$ cat config.mk
export PLATFORM = sky130hd
export DESIGN_NAME = instruction_fetch_unit
export DESIGN_NICKNAME = d
export VERILOG_FILES = /design/src/rtl/instruction_fetch_unit.sv
export SDC_FILE = /design/constraint.sdc
export NUM_CORES = 1
export LEC_CHECK = 0
export ABC_AREA = 1
export CELL_PAD_IN_SITES_DETAIL_PLACEMENT = 2
export CELL_PAD_IN_SITES_GLOBAL_PLACEMENT = 2
export CORE_MARGIN = 1
export CORE_UTILIZATION = 28
export CTS_BUF_LIST = sky130_fd_sc_hd__clkbuf_16
export CTS_CLUSTER_DIAMETER = 100
export DETAILED_ROUTE_END_ITERATION = 8
export GPL_ROUTABILITY_DRIVEN = 0
export PLACE_DENSITY = 0.89
export SLEW_MARGIN = 15
export SYNTH_ARGS = -nofsm -noshare
export SYNTH_HDL_FRONTEND = slang
export SYNTH_SLANG_ARGS = --single-unit
$ cat constraint.sdc
create_clock -name clock -period 5.54 [get_ports clock]
set_input_delay 0.831 -clock clock [delete_from_list [all_inputs] [get_ports clock]]
set_output_delay 0.831 -clock clock [all_outputs]
set_load 0.05 [all_outputs]
$ cat src/rtl/instruction_fetch_unit.sv
// Instruction fetch unit: owns the program counter and runs one instruction-memory
// read at a time through a two-state handshake with a bounded wait for mem_ack.
module instruction_fetch_unit #(
  parameter logic [63:0] PC_RESET = 64'h0,
  parameter int unsigned TIMEOUT  = 255
) (
  input  logic        clock,
  input  logic        reset,
  input  logic        IL,
  input  logic [1:0]  PS,
  input  logic        PCsel,
  input  logic [63:0] K,
  input  logic [63:0] reg_data,
  output logic        mem_req,
  output logic [63:0] mem_addr,
  input  logic        mem_ack,
  input  logic [31:0] mem_rdata,
  output logic [31:0] instruction,
  output logic [63:0] pc,
  output logic        busy,
  output logic        fetch_done,
  output logic        fetch_error,
  output logic        misalign
);

  typedef enum logic [0:0] {IDLE = 1'b0, WAIT = 1'b1} state_t;

  // Wait-cycle limit narrowed to the counter width (legal range is 1..255)
  localparam logic [7:0] TIMEOUT_C = 8'(TIMEOUT);

  state_t      state_r;
  logic [63:0] pc_r;
  logic [63:0] mem_addr_r;
  logic [31:0] instruction_r;
  logic        mem_req_r;
  logic        busy_r;
  logic        fetch_done_r;
  logic        fetch_error_r;
  logic        misalign_r;
  logic [7:0]  wait_cnt_r;

  logic [63:0] next_pc_s;
  logic [7:0]  wait_cnt_inc_s;
  logic        unused_k_s;

  // Branch displacement: word offset from K, sign-extended and scaled to bytes
  function automatic logic [63:0] branch_offset(input logic sel, input logic [63:0] k);
    logic [63:0] off;
    if (sel == 1'b1) begin
      off = {{43{k[18]}}, k[18:0], 2'b00};
    end else begin
      off = {{36{k[25]}}, k[25:0], 2'b00};
    end
    return off;
  endfunction

  // Only the low offset field of K is meaningful to this block
  assign unused_k_s = ^K[63:26];

  // Candidate PC for this cycle; all arithmetic wraps modulo 2^64
  always_comb begin
    next_pc_s      = pc_r;
    wait_cnt_inc_s = wait_cnt_r + 8'd1;
    case (PS)
      2'b00:   next_pc_s = pc_r;
      2'b01:   next_pc_s = pc_r + 64'd4;
      2'b10:   next_pc_s = pc_r + branch_offset(PCsel, K);
      2'b11:   next_pc_s = {reg_data[63:2], 2'b00};
      default: next_pc_s = pc_r;
    endcase
  end

  // Fetch FSM: PC update and fetch launch in IDLE, ack/timeout handling in WAIT
  always_ff @(posedge clock or negedge reset) begin
    if (!reset) begin
      state_r       <= IDLE;
      pc_r          <= PC_RESET;
      mem_addr_r    <= 64'h0;
      instruction_r <= 32'h0;
      mem_req_r     <= 1'b0;
      busy_r        <= 1'b0;
      fetch_done_r  <= 1'b0;
      fetch_error_r <= 1'b0;
      misalign_r    <= 1'b0;
      wait_cnt_r    <= 8'd0;
    end else begin
      fetch_done_r  <= 1'b0;
      fetch_error_r <= 1'b0;
      case (state_r)
        IDLE: begin
          pc_r <= next_pc_s;
          if ((PS == 2'b11) && (reg_data[1:0] != 2'b00)) begin
            misalign_r <= 1'b1;
          end
          if (IL) begin
            // Fetch address is the PC as it stood before this edge
            mem_addr_r <= pc_r;
            mem_req_r  <= 1'b1;
            wait_cnt_r <= 8'd0;
            busy_r     <= 1'b1;
            state_r    <= WAIT;
          end
        end
        WAIT: begin
          if (mem_ack) begin
            // An ack arriving on the timeout edge still delivers its data
            instruction_r <= mem_rdata;
            mem_req_r     <= 1'b0;
            fetch_done_r  <= 1'b1;
            busy_r        <= 1'b0;
            state_r       <= IDLE;
          end else if (wait_cnt_inc_s >= TIMEOUT_C) begin
            instruction_r <= 32'h0;
            mem_req_r     <= 1'b0;
            fetch_error_r <= 1'b1;
            busy_r        <= 1'b0;
            wait_cnt_r    <= wait_cnt_inc_s;
            state_r       <= IDLE;
          end else begin
            wait_cnt_r <= wait_cnt_inc_s;
          end
        end
        default: begin
          mem_req_r <= 1'b0;
          busy_r    <= 1'b0;
          state_r   <= IDLE;
        end
      endcase
    end
  end

  assign pc          = pc_r;
  assign mem_addr    = mem_addr_r;
  assign instruction = instruction_r;
  assign mem_req     = mem_req_r;
  assign busy        = busy_r;
  assign fetch_done  = fetch_done_r;
  assign fetch_error = fetch_error_r;
  assign misalign    = misalign_r;

endmodule

Word-level counts from Yosys, hierarchy flattened --
Cells that the tools add are included.
Word-level totals: flip-flop bits (word level) 173, input bits 167, logic and storage cells 52
Cells by class: add/subtract/negate cells 3, order comparisons 1, equality and inequality tests 6, mux-type cells 21, bitwise gates (word level) 2, reductions and logical operators 10
Operators with widths (count):
- $pmux 64 s3 | 1
- $mux 64 | 2
- $add 64x3->64 const B | 1
- $add 64x64->64 | 1
- $mux 32 | 2
- $mux 8 | 2
- $pmux 8 s2 | 1
- $reduce_and 2->1 | 6
- $mux 1 | 11
- $add 8x1->8 const B | 1
- $ge 8x8->1 const B | 1
- $eq 2x2->1 const B | 2
- $ne 2x2->1 const B | 2
- $pmux 1 s2 | 2
- $reduce_bool 2->1 | 2
- $ne 3x2->1 const B | 1
- $eq 2x1->1 const B | 1
- $logic_not 2->1 | 1
- $not 1->1 | 2
- $logic_and 1x1->1 | 1

Longest topological paths before layout --
depth after elaboration 5, depth in mapped cells 21, gate-level depth less buffers 20

Worst setup path after synthesis --
No wires, ideal clock.
path type input to register, start point in PS[1], end point reg pc_r[63] (netlist: pc[63]), setup time 0.118 ns, arrival 4.068 ns, slack 1.354 ns, stages on the path 19, path through inv_1 -> nor2_1 -> inv_2 -> a21oi_1 -> ha_1 -> nand2_1 -> inv_1 -> nand2_1 -> inv_1 -> nand2_1 -> nand2_1 -> a21oi_1 -> nand2_2 -> nand2_1 -> nand2_1 -> nand2_1 -> nand3_1 -> nand2_1 -> nand2_1
Between the ends: longest elaborated chain between the ends 3, elaborated cells between the ends (all ways) 7, classes of those cells eq/ne: 3; mux: 1; bitwise: 1; reduce/logical: 2
Ends and longest elaborated chain:
- from (decl) | RTL line 10 | input logic [1:0] PS,
- branches (longest 3 deep; another with $pmux 64 s3)
- to (signal assigned) | RTL line 91 | pc_r <= next_pc_s;
- to (decl) | RTL line 32 | logic [63:0] pc_r;
Several ways; the timed one is not identified. A chain may end at the register's enable or synchronous reset.

Worst setup path in the final report --
start point in PS[0], end point reg pc_r[36] (netlist: pc[36])
Same word-level chain as after synthesis.

==> run_results.csv <==
group,metric,value,unit
yosys,yosysTopAreaCellShare,33.0,%
worst_setup_path,critPathLaunchType,"primary input",
route,drc,2,
clock_network,clockBufferDepth,2,
floorplanning,fp.dieW,216,um
placed_design,hpwl,45100,um
timing,final.period_utilization,71.5,%
worst_setup_path,timing.rr.end,"pc[32]",
cells_and_area,fill_cells,5579,
timing,holdWs,0.279,ns
placed_design,place_inst,2953,
route,ant_nets,0,
clock_network,cts_tree,"built",
worst_setup_path,worstSetupEndpointType,"flop",
clock_network,cts_buffers,17,
cells_and_area,stdcell_count,2989,
floorplanning,die_area,0.0467,sq mm
grt,grt_max_degree,119,
yosys,synth_xor_area_share,1.98,%
yosys,yosysTopAreaCell,"dfrtp_1",
worst_setup_path,critPathMaxFanout,24,
pwr,leakage,9.24,nW
yosys,synth_compound_area_share,7.55,%
yosys,ys.flop_type,"dfrtp_1",
worst_setup_path,cp-endpoint,"pc[36]",
clock_network,clk_pin_slew,0.07,ns
worst_setup_path,r2r_cells,14,
timing,drv_slew,0,
placed_design,place_ws,1.12,ns
grt,gr-usage-met2,42.5,%
timing,fmax,0.252,GHz
yosys,yosysWarnings,0,
status,violations,"design-rule violations",
clock_network,post-cts-setup-buffers,0,
floorplanning,std_cell_rows,78,
grt,grt_pass1_wl,89000,um
timing,setup_tns,0,ns
yosys,synth_seq_cells,169,
clock_network,cts_resized,0,
cells_and_area,seq_area,0.00423,sq mm
clock_network,insertion_delay,0.50,ns
route,wire_per_inst,18.9,um
clock_network,postCtsHoldBufs,0,
route,firstDrtPassIters,7,
cells_and_area,fin_nets,2603,
yosys,ys_seq_area_share,33.0,%
timing,fin_ws,1.58,ns
timing,slew-limit-headroom,28.8,%
yosys,synthSimpleGateAreaFrac,38.5,%
worst_setup_path,path_class,"in2reg",
yosys,synth_mux_area_share,0,%
timing,setup_viol,0,
yosys,synth_cell_types,36,
route,drt_iter0_markers,654,
yosys,avgSynthCellArea,6.11,sq um
clock_network,h-tree-depth,4,
yosys,synth_top_family_by_area,"simple AND/OR/NAND/NOR gates",
route,avgViaCountPerCell,4.78,
job,maxCapViolCount,0,
worst_hold_path,holdCritPathClass,"in2async",
grt,grt-busiest-layer,"met2",
pwr,powerDensity,497,mW/mm^2
yosys,synth_enable_flop_cells,0,
clock_network,cts_root_buf,"clkbuf_16",
timing,min_period,3.96,ns
status,outcome,"finished, violations left",
worst_setup_path,reg2reg_from,"pc[2]",
grt,antenna_found_initial,4,
yosys,yosys.area_share.adder,6.30,%
pwr,ir_drop,0.000289,V
timing,rsz0062_at_grt,"false",
timing,tightestPinTransition,1.07,ns
grt,use_met3,4.21,%
worst_setup_path,crit_arrival,4.33,ns
floorplanning,die_h,216,um
grt,track_usage,24.7,%
grt,overflow,0,
timing,hold_viol,0,
route,vias,14300,
clock_network,cts.sinks,169,
floorplanning,io_pins,332,
yosys,synth_commonest_cells,"nand2_1 (896), inv_1 (361), nor2_1 (221)",
floorplanning,coreArea,0.0453,sq mm
worst_setup_path,reg2reg_slack,2.63,ns
floorplanning,start_util,28.3,%
yosys,async_flop_share,100,%
worst_setup_path,cp_data_required_time,5.91,ns
grt,grt_pass1_vias,16100,
yosys,synthTopCellsByArea,"dfrtp_1 (33%), nand2_1 (26%), inv_1 (11%)",
yosys,syn_inst,2101,
timing,skew,0.0155,ns
cells_and_area,area_delta_synth_final,31.9,%
yosys,netlist_area,0.0128,sq mm
route,wl,56600,um
yosys,yosysMostFrequentCell,"nand2_1",
cells_and_area,multi_input_area,0.00701,sq mm
grt,met1_usage,30.8,%
cells_and_area,drive_above_1_share,3.52,%
worst_setup_path,crit_start,"PS[0]",
placed_design,numPortBuffers,289,
-- layout by cell type, fill, tap and decap left out, types with 3 or more instances in the layout --
cell type,instances
a21oi_1,55
inv_1,362
o21ai_1,12
conb_1,4
clkbuf_16,17
inv_2,3
diode_2,4
clkdlybuf4s50_1,288
o21ai_0,69
nor3_2,6
nand2_1,894
buf_4,10
nand3_1,69
nand2_4,3
o211ai_1,9
nand4_1,14
nor2_2,6
clkinv_4,3
inv_8,3
o21bai_1,7
dfrtp_1,169
xnor2_1,10
nor3_1,9
o22ai_1,22
clkinvlp_4,3
ha_1,63
nand3_2,3
xor2_1,19
nor2_1,221
nand2_2,16
-- registers in the layout, summed over array words and instances (netlist names) --
name and count:
mem_addr 62, fetch_done 1, instruction 32, wait_cnt_r 8, state_r 1, busy 1
misalign 1, pc 62, fetch_error 1
-- worst max-delay path, stage by stage --
cell and delay, ns:
clkdlybuf4s50_1 0.59, nor2_1 0.10, inv_2 0.11, buf_4 0.33, nor2_1 0.09, ha_1 0.39
nand2_1 0.15, nor2_1 0.34, nand3_1 0.24, nand3_1 0.27, nand2_1 0.08, nand2_1 0.14
nand2_1 0.08, nand2_1 0.19, nor2_1 0.07, o21ai_0 0.21, nand2_1 0.09
-- area by class of cell --
class / count / share of cell area [%]
clock inverters: 15 / 0.843
repair buffers: 300 / 17.7
well taps: 600 / 4.43
multi-input cells: 1519 / 41.4
diodes: 4 / 0.0591
flip-flops and latches: 169 / 25.0
inverters: 365 / 8.09
clock buffers: 17 / 2.51
-- through the flow --
| stage | area [sq um] | power (mW) | utilization [%] |
|---|---|---|---|
| finish | 16900 | 8.42 | 37.4 |
| global route | 16900 | 8.92 | 37.4 |
| CTS | 16900 | 8.51 | 37.4 |
| detailed placement | 16300 | 7.19 | 36.1 |
| global placement | 16300 | 6.99 | 36.1 |
| floorplan | 12800 | 5.26 | - |
-- logic make-up (layout without fill, tap and decap cells) --
logic type                 after synthesis  count (layout)
and+or+nand+nor                       1244            1244
buffers and inverters                  416             697
AOI/OAI and AO/OA                      178             178
DFF                                    169             169
adders and majority gates               64              64
xor gates and xnor gates                29              29
other                                    1               8
-- power by group --
part           total [mW]  switching (mW)  internal [mW]
sequential           2.14           0.449           1.69
combinational        5.05            3.50           1.55
clock                1.23           0.606          0.626
total                8.42            4.56           3.86
-- routing by layer --
| metal | up-vias | part of all wire (%) |
|---|---|---|
| li1 | 6893 | - |
| met1 | 7036 | 46 |
| met2 | 281 | 48 |
| met3 | 79 | 3.2 |
| met4 | 0 | 2.9 |
| met5 | - | 0 |
-- how the worst min path moves through the flow --
stage / slack (ns) / to
after floorplan: 0.51 / wait_cnt_r[7]
after global placement: 0.45 / instruction[14]
after detailed placement: 0.47 / mem_addr[56]
after CTS: 0.28 / mem_addr[44]
after global routing: 0.30 / mem_addr[44]
final: 0.28 / mem_addr[44]
Power figures use the tool's default switching activity.
